$ cat src/rtl/pc_seq_pkg.sv
// Shared definitions for the program-counter sequencer: command encoding,
// flag bit positions and the conditional-jump evaluator.
package pc_seq_pkg;

   typedef enum logic [3:0] {
      SEQ_NXT  = 4'd0,
      SEQ_JMP  = 4'd1,
      SEQ_JEQ  = 4'd2,
      SEQ_JNE  = 4'd3,
      SEQ_JGT  = 4'd4,
      SEQ_JLT  = 4'd5,
      SEQ_JGE  = 4'd6,
      SEQ_JLE  = 4'd7,
      SEQ_JCR  = 4'd8,
      SEQ_CALL = 4'd9,
      SEQ_RET  = 4'd10,
      SEQ_HALT = 4'd11
   } seq_op_e;

   localparam int unsigned FLAG_Z = 0;
   localparam int unsigned FLAG_N = 1;
   localparam int unsigned FLAG_C = 2;
   localparam int unsigned FLAG_W = 3;

   // True when a conditional jump should be taken; false for non-conditional ops.
   function automatic logic cond_true(input logic [3:0] op, input logic [FLAG_W-1:0] f);
      logic z, n, c;
      z = f[FLAG_Z];
      n = f[FLAG_N];
      c = f[FLAG_C];
      case (op)
         SEQ_JEQ: cond_true = z;
         SEQ_JNE: cond_true = ~z;
         SEQ_JGT: cond_true = ~n & ~z;
         SEQ_JLT: cond_true = n;
         SEQ_JGE: cond_true = ~n;
         SEQ_JLE: cond_true = n | z;
         SEQ_JCR: cond_true = c;
         default: cond_true = 1'b0;
      endcase
   endfunction

endpackage

$ cat src/rtl/return_stack.sv
// LIFO return-address stack; top of stack lives at index depth-1.
module return_stack #(
   parameter int unsigned DEPTH = 4,
   parameter int unsigned W     = 8
) (
   input  logic                       clk,
   input  logic                       rst,
   input  logic                       push,
   input  logic                       pop,
   input  logic [W-1:0]               din,
   output logic [W-1:0]               dout,
   output logic [$clog2(DEPTH):0]     depth,
   output logic                       full,
   output logic                       empty
);

   localparam int unsigned AW = $clog2(DEPTH);
   localparam int unsigned DW = AW + 1;

   logic [W-1:0]  mem [DEPTH];
   logic [AW-1:0] top_idx;

   assign top_idx = AW'(depth - DW'(1));
   assign dout    = mem[top_idx];
   assign full    = (depth == DW'(DEPTH));
   assign empty   = (depth == '0);

   // Occupancy counter; contents need no reset since depth gates every read.
   always_ff @(posedge clk) begin
      if (rst) begin
         depth <= '0;
      end else if (push && !full) begin
         depth <= depth + DW'(1);
      end else if (pop && !empty) begin
         depth <= depth - DW'(1);
      end
   end

   always_ff @(posedge clk) begin
      if (push && !full) begin
         mem[depth[AW-1:0]] <= din;
      end
   end

endmodule

$ cat src/rtl/pc_sequencer.sv
// Program-counter sequencer: picks the next instruction address each cycle
// from increment, jumps, call/return and halt, with ALU-captured status flags.
module pc_sequencer
   import pc_seq_pkg::*;
#(
   parameter int unsigned PC_W        = 8,
   parameter int unsigned STACK_DEPTH = 4
) (
   input  logic                            clk,
   input  logic                            rst,
   input  logic [3:0]                      seq_op,
   input  logic [PC_W-1:0]                 target,
   input  logic                            flag_load,
   input  logic [7:0]                      alu_result,
   input  logic                            alu_carry,
   output logic [PC_W-1:0]                 pc,
   output logic [2:0]                      flags,
   output logic [$clog2(STACK_DEPTH):0]    depth,
   output logic                            halted,
   output logic                            stack_err
);

   logic [PC_W-1:0] pc_inc;
   logic [PC_W-1:0] pc_nxt;
   logic [2:0]      flags_nxt;
   logic            halted_nxt;
   logic            err_nxt;
   logic            push;
   logic            pop;
   logic [PC_W-1:0] stk_top;
   logic            stk_full;
   logic            stk_empty;

   assign pc_inc = pc + PC_W'(1);

   return_stack #(
      .DEPTH (STACK_DEPTH),
      .W     (PC_W)
   ) u_stack (
      .clk   (clk),
      .rst   (rst),
      .push  (push),
      .pop   (pop),
      .din   (pc_inc),
      .dout  (stk_top),
      .depth (depth),
      .full  (stk_full),
      .empty (stk_empty)
   );

   // Next-state selection; a halted sequencer ignores every command.
   always_comb begin
      pc_nxt     = pc;
      halted_nxt = halted;
      err_nxt    = stack_err;
      push       = 1'b0;
      pop        = 1'b0;

      if (!halted) begin
         case (seq_op)
            SEQ_JMP: pc_nxt = target;
            SEQ_JEQ, SEQ_JNE, SEQ_JGT, SEQ_JLT,
            SEQ_JGE, SEQ_JLE, SEQ_JCR: begin
               pc_nxt = cond_true(seq_op, flags) ? target : pc_inc;
            end
            SEQ_CALL: begin
               if (!stk_full) begin
                  push   = 1'b1;
                  pc_nxt = target;
               end else begin
                  pc_nxt  = pc_inc;
                  err_nxt = 1'b1;
               end
            end
            SEQ_RET: begin
               if (!stk_empty) begin
                  pop    = 1'b1;
                  pc_nxt = stk_top;
               end else begin
                  pc_nxt  = pc_inc;
                  err_nxt = 1'b1;
               end
            end
            SEQ_HALT: halted_nxt = 1'b1;
            default:  pc_nxt = pc_inc;
         endcase
      end

      // Flags track the ALU whenever requested, even while halted.
      flags_nxt = flags;
      if (flag_load) begin
         flags_nxt[FLAG_Z] = (alu_result == 8'h00);
         flags_nxt[FLAG_N] = alu_result[7];
         flags_nxt[FLAG_C] = alu_carry;
      end
   end

   always_ff @(posedge clk) begin
      if (rst) begin
         pc        <= '0;
         flags     <= '0;
         halted    <= 1'b0;
         stack_err <= 1'b0;
      end else begin
         pc        <= pc_nxt;
         flags     <= flags_nxt;
         halted    <= halted_nxt;
         stack_err <= err_nxt;
      end
   end

endmodule

$ cat config.mk
export PLATFORM = sky130hd
export DESIGN_NAME = pc_sequencer
export DESIGN_NICKNAME = d
export VERILOG_FILES = /design/src/rtl/pc_seq_pkg.sv /design/src/rtl/return_stack.sv /design/src/rtl/pc_sequencer.sv
export SDC_FILE = /design/constraint.sdc
export NUM_CORES = 1
export LEC_CHECK = 0
export BUFFER_PORTS_ARGS = -buffer_cell sky130_fd_sc_hd__buf_2
export CAP_MARGIN = 20
export CORE_MARGIN = 2
export CORE_UTILIZATION = 50
export DETAILED_ROUTE_END_ITERATION = 8
export PLACE_DENSITY_LB_ADDON = 0.3
export SETUP_SLACK_MARGIN = 0.05
export SYNTH_ARGS = -nofsm -noshare
export SYNTH_HDL_FRONTEND = slang
export SYNTH_SLANG_ARGS = --single-unit
export TNS_END_PERCENT = 1
$ cat constraint.sdc
create_clock -name clk -period 3.3 [get_ports clk]
set_clock_uncertainty 0.15 [all_clocks]
set_input_delay 0.165 -clock clk [delete_from_list [all_inputs] [get_ports clk]]
set_output_delay 0.165 -clock clk [all_outputs]
set_load 0.005 [all_outputs]
# After elaboration in Yosys (flattened, before gate mapping)
# Memory sizes are Yosys's and may differ from the RTL's.
# Cells that the tools add are included.
word_totals:
  regBits: 16
  ramBits: 32
  input_bits: 24
  out_inout_bits: 16
  n_memories: 1
memory_table:
  columns: ["name", "words", "width", "read_ports", "rd_clocked_by_memory_dff", "wr", "line_no", "text"]
  rows:
  - ["u_stack.mem", 4, 8, 1, 0, 1, "return_stack.sv:20", "logic [W-1:0] mem [DEPTH];"]
classes:
  n_addsub: 3
  n_eq_ne: 14
  mux: 22
  bitwise: 6
  reduce_logical: 11
ops:
  columns: ["operator", "count"]
  rows:
  - ["$pmux W8 S5", 1]
  - ["$mux W8", 3]
  - ["$eq A4 B3 Y1 const B", 4]
  - ["$eq A4 B4 Y1 const B", 4]
  - ["$mux W1", 14]
  - ["$add A8 B1 Y8 const B", 1]
  - ["$eq A4 B2 Y1 const B", 2]
  - ["$logic_not A8 Y1", 1]
  - ["$pmux W1 S7", 1]
  - ["$reduce_or A7 Y1", 1]
  - ["$mux W3", 2]
  - ["$eq A4 B1 Y1 const B", 1]
  - ["$ne A2 B2 Y1 const B", 2]
  - ["$not A1 Y1", 4]
  - ["$reduce_and A4 Y1", 1]
  - ["$reduce_bool A2 Y1", 2]
  - ["$add A3 B1 Y3 const B", 1]
  - ["$eq A3 B3 Y1 const B", 1]
  - ["$logic_not A3 Y1", 1]
  - ["$sub A3 B1 Y3 const B", 1]
  - ["$logic_and A1 B1 Y1", 2]
  - ["$logic_not A1 Y1", 2]
  - ["$pmux W1 S2", 1]
  - ["$reduce_and A2 Y1", 1]
  - ["other kinds (2)", 2]

# Longest topological paths before layout
logic_depth:
  depth_word: 7
  depth_mapped: 9
  depth_no_buf: 8

# Hierarchy
# A second synthesis with hierarchy kept.
hier_totals:
  hier_cells: 206
  area_unflattened_um2: 2528.7
modules_own_cells:
  columns: ["module", "instances", "cells_each", "area_per_inst_um2"]
  rows:
  - ["return_stack", 1, 75, 1450.1]
  - ["pc_sequencer", 1, 131, 1078.5]

# Worst setup path after synthesis
# No wires, ideal clock.
synth_timing:
  kind: "register to register"
  start: "register u_stack.depth[0]"
  end: "register pc[7]"
  setup_ns: 0.114
  arrival_ns: 2.164
  slack_ns: 0.871
  path_stages_with_launch: 8
  n_path_buf: 2
  period_less_slack_ns: 2.429
  path_cell_list: "dfxtp_1 > buf_2 > inv_1 > ha_1 > buf_1 > mux4_2 > a221o_1 > a21bo_1"
synth_via:
  elab_chain_cells: 4
  elab_cells_between_ends: 7
synth_lines:
  columns: ["item", "line_no", "text"]
  rows:
  - ["start, declared", "return_stack.sv:12", "output logic [$clog2(DEPTH):0] depth,"]
  - ["start signal, assigned", "return_stack.sv:33", "depth <= depth + DW'(1);"]
  - ["start signal, assigned", "return_stack.sv:35", "depth <= depth - DW'(1);"]
  - ["$sub A3 B1 Y3", null, null]
  - ["$mem_v2 Z4 W8", null, null]
  - ["$mux W8", "pc_sequencer.sv:76", "if (!stk_empty) begin"]
  - ["$pmux W8 S5 (*)", "pc_sequencer.sv:60", "case (seq_op)"]
  - ["end signal, assigned", "pc_sequencer.sv:105", "pc <= pc_nxt;"]
  - ["end, declared", "pc_sequencer.sv:16", "output logic [PC_W-1:0] pc,"]
# Mark *: on every way between the ends. The rest lies on a longest branch, timed or not.
# A chain may end at the register's enable or synchronous reset.

# Final worst setup path
layout_timing:
  start: "register u_stack.depth[0]"
  end: "memory u_stack.mem[2][5] (enable)"
layout_via:
  elab_chain_cells: 7
  elab_cells_between_ends: 8
layout_lines:
  columns: ["item", "line_no", "text"]
  rows:
  - ["$eq A3 B3 Y1", "return_stack.sv:25", "assign full = (depth == DW'(DEPTH));"]
  - ["$mux W1", "pc_sequencer.sv:67", "if (!stk_full) begin"]
  - ["$mux W1", "pc_sequencer.sv:60", null]
  - ["$mux W1", "pc_sequencer.sv:59", "if (!halted) begin"]
  - ["$logic_and A1 B1 Y1", "return_stack.sv:40", "if (push && !full) begin"]
  - ["$mux W1", "return_stack.sv:40", null]
  - ["$mux W1 (not written as such)", "return_stack.sv:41", "mem[depth[AW-1:0]] <= din;"]
  - ["end, declared", "return_stack.sv:20", null]
# Parallel ways exist; a longest one is shown, timed or not.

==> flow_summary_export.csv <==
group,metric,value,unit
outcome,status,"complete, no violations",
clock_tree,cts_buffers,5,
worst_hold_path,min_path_type,"in -> reg",
critical_path,cp.required,3.10,ns
critical_path,worst_setup_path_start_kind,"register",
synth,synth-async-reset-ratio,0,
global_route,first_global_vias,1707,
power_and_ir_drop,peakVddDrop,0.405,mV
detailed_routing,highest_layer,"met4",
synth,ys_seq_area_frac,0.520,
critical_path,critical-path-slowest-cell,"and2_1",
detailed_routing,final_antenna_net_count,0,
final_layout,areaGrowthSynthToFinish,18.2,%
clock_tree,cts_root_buf,"clkbuf_8",
critical_path,path_cells,"buf_4 -> inv_1 -> ha_1 -> ha_1 -> inv_1 -> nand2_1 -> nor2_1 -> and2_1",
detailed_routing,drtIter0Drc,110,
synth,syn_nets,233,
detailed_routing,wl,5210,um
final_layout,multi_input_area,0.00110,mm^2
timing,setup-violations-final,0,
clock_tree,cts_resized,0,
synth,synthesis.area,0.00246,mm^2
placement,port_buffers,39,
placement,place_congestion,0.815,
floorplanning,io_pins,40,
critical_path,path_buf_inv,3,
floorplanning,core_area,0.00472,mm^2
detailed_routing,dr_wl_met3,243,um
detailed_routing,wl_met2,2400,um
critical_path,worst_path_dominant_cell_family,"simple AND/OR/NAND/NOR gates",
timing,hold_violations,0,
synth,yosys_most_used_dff,"edfxtp_1",
detailed_routing,wl_met1,2530,um
power_and_ir_drop,p_leak,0.00114,uW
timing,relSlewSlack,0.586,
floorplanning,dieArea,0.00550,mm^2
detailed_routing,routedWlPerCell,16.5,um
global_route,antenna_found_initial,0,
synth,syn_inst,202,
clock_tree,clk_pin_slew,0.09,ns
floorplanning,start_util,0.521,
global_route,grtUsageTotal,0.200,
final_layout,num-fill-cells,396,
global_route,grt_pass1_wl,8260,um
critical_path,critPathMaxStageDelay,0.41,ns
final_layout,fin_area,0.00291,mm^2
critical_path,crit_type,"reg -> reg",
final_layout,seqCellArea,0.00128,mm^2
timing,rsz0062_at_grt,"false",
synth,ys_seq_elements,48,
detailed_routing,vias,1780,
synth,yosysUniqueCellTypes,54,
final_layout,fin_util,0.616,
final_layout,final_common_cell,"buf_2",
placement,hpwl,3710,um
detailed_routing,firstDrtPassIters,4,
critical_path,critPathCaptureType,"register",
synth,yosys_warnings,0,
timing,timing.final.crit_share,0.755,
detailed_routing,vias_per_cell,5.63,
critical_path,crit_fanout,13,
clock_tree,h-tree-depth,2,
clock_tree,clk_path_buf_depth,2,
final_layout,nets,279,
floorplanning,rows,25,
placement,dpl_cell_area,0.00270,mm^2
global_route,grt-ovfl-total,0,
critical_path,crit_arrival,2.30,ns
final_layout,drive_gt1_frac,0.249,
final_layout,num_antenna_cells,0,
timing,min_period,2.49,ns
clock_tree,clock_sinks,48,
timing,worst_pin_slew,0.618,ns
detailed_routing,drc,0,
run,drv_cap,0,
floorplanning,die_y,74.2,um
timing,fin_setup_tns,0,ns
timing,fmax,401,MHz
final_layout,layout_common_cells,"buf_2 (39), edfxtp_1 (32), dfxtp_1 (16), o21ai_0 (14)",
power_and_ir_drop,p_per_area,469,mW/mm^2
synth,syn_area_per_cell,12.2,um^2
timing,timing.final.max_slew_violations,0,
clock_tree,insertion_delay,0.30,ns
clock_tree,cts_tree,"built",
synth,synth-edff-count,32,
global_route,grt_start_max_net_pins,17,
floorplanning,die_w,74.2,um
==> kinds of logic after synthesis <==
family / synth area share
buffers and inverters: 0.0335
flip-flops: 0.520
adder cells (fa/ha/maj): 0.0356
AO/OA/AOI/OAI: 0.169
AND/OR/NAND/NOR: 0.132
multiplexers: 0.0813
XOR/XNOR: 0.0285
==> flip-flops by register name, summed over array words and instances (netlist names) <==
| name | flops |
|---|---|
| u_stack.mem | 32 |
| pc | 8 |
| flags | 3 |
| u_stack.depth | 3 |
| halted | 1 |
| stack_err | 1 |
==> per-stage QoR <==
stage	std cells	hold WS [ns]	total power, uW	setup slack [ns]
after floorplan	202	0.162	802	0.871
after global placement	301	0.256	863	0.932
after detailed placement	301	0.262	864	0.845
after CTS	316	0.0192	1370	0.820
after global routing	316	0.0463	1420	0.685
final	316	0.0233	1370	0.809
==> worst register-to-register path, stage by stage, from the launching register on <==
cell	delay [ns]
dfxtp_1	0.32
buf_4	0.23
inv_1	0.09
ha_1	0.25
ha_1	0.28
inv_1	0.13
nand2_1	0.09
nor2_1	0.21
and2_1	0.41
==> what timing repair did <==
action                                 4_1_cts  5_1_grt
buffers inserted                             0        0
hold buffers                                 7        0
endpoints found under the hold margin        8        0
==> layout make-up <==
type                       count  share of cell area
tap                           67              0.0288
timing repair buffer          47              0.0937
sequential                    48               0.440
clock inverter                 3              0.0236
clock buffer                   5              0.0236
inverter                      10              0.0129
multi-input combinational    136               0.377
==> where the power goes <==
part           internal, uW  switching (uW)
Clock                   305             204
Combinational          76.3            94.5
Sequential              668            18.3
Total                  1050             316
==> final timing paths <==
kind / start / to / slack, ns / cells past startpoint
setup reg to reg: u_stack.depth[0] / u_stack.mem[2][5] / 0.81 / 8
hold / removal: target[1] / pc[1] / 0.02 / 3
setup / recovery: u_stack.depth[0] / u_stack.mem[2][5] / 0.81 / 8
hold reg to reg: stack_err / stack_err / 0.32 / 1
==> cell usage after synthesis (3+ instances only) <==
master,n,area share
edfxtp_1,32,0.39
dfxtp_1,16,0.13
o21ai_0,14,0.028
a21oi_1,10,0.020
inv_1,10,0.015
nand2_1,10,0.015
nor2_1,10,0.015
mux4_2,8,0.073
ha_1,7,0.036
and2_1,5,0.013
nand3_1,5,0.010
o21a_1,5,0.015
xnor2_1,5,0.018
a21o_1,3,0.0091
a221o_1,3,0.012
a221oi_1,3,0.011
buf_2,3,0.0061
nand3b_1,3,0.0091
nor4_1,3,0.0076
xor2_1,3,0.011
==> layer usage <==
layer | GRT usage | up-vias
met2 | 0.302 | 38
met5 | 0 | -
met3 | 0.0420 | 4
met1 | 0.297 | 867
li1 | - | 871
met4 | 0.0545 | 0
Note: power is estimated with default switching activity, not from simulation.
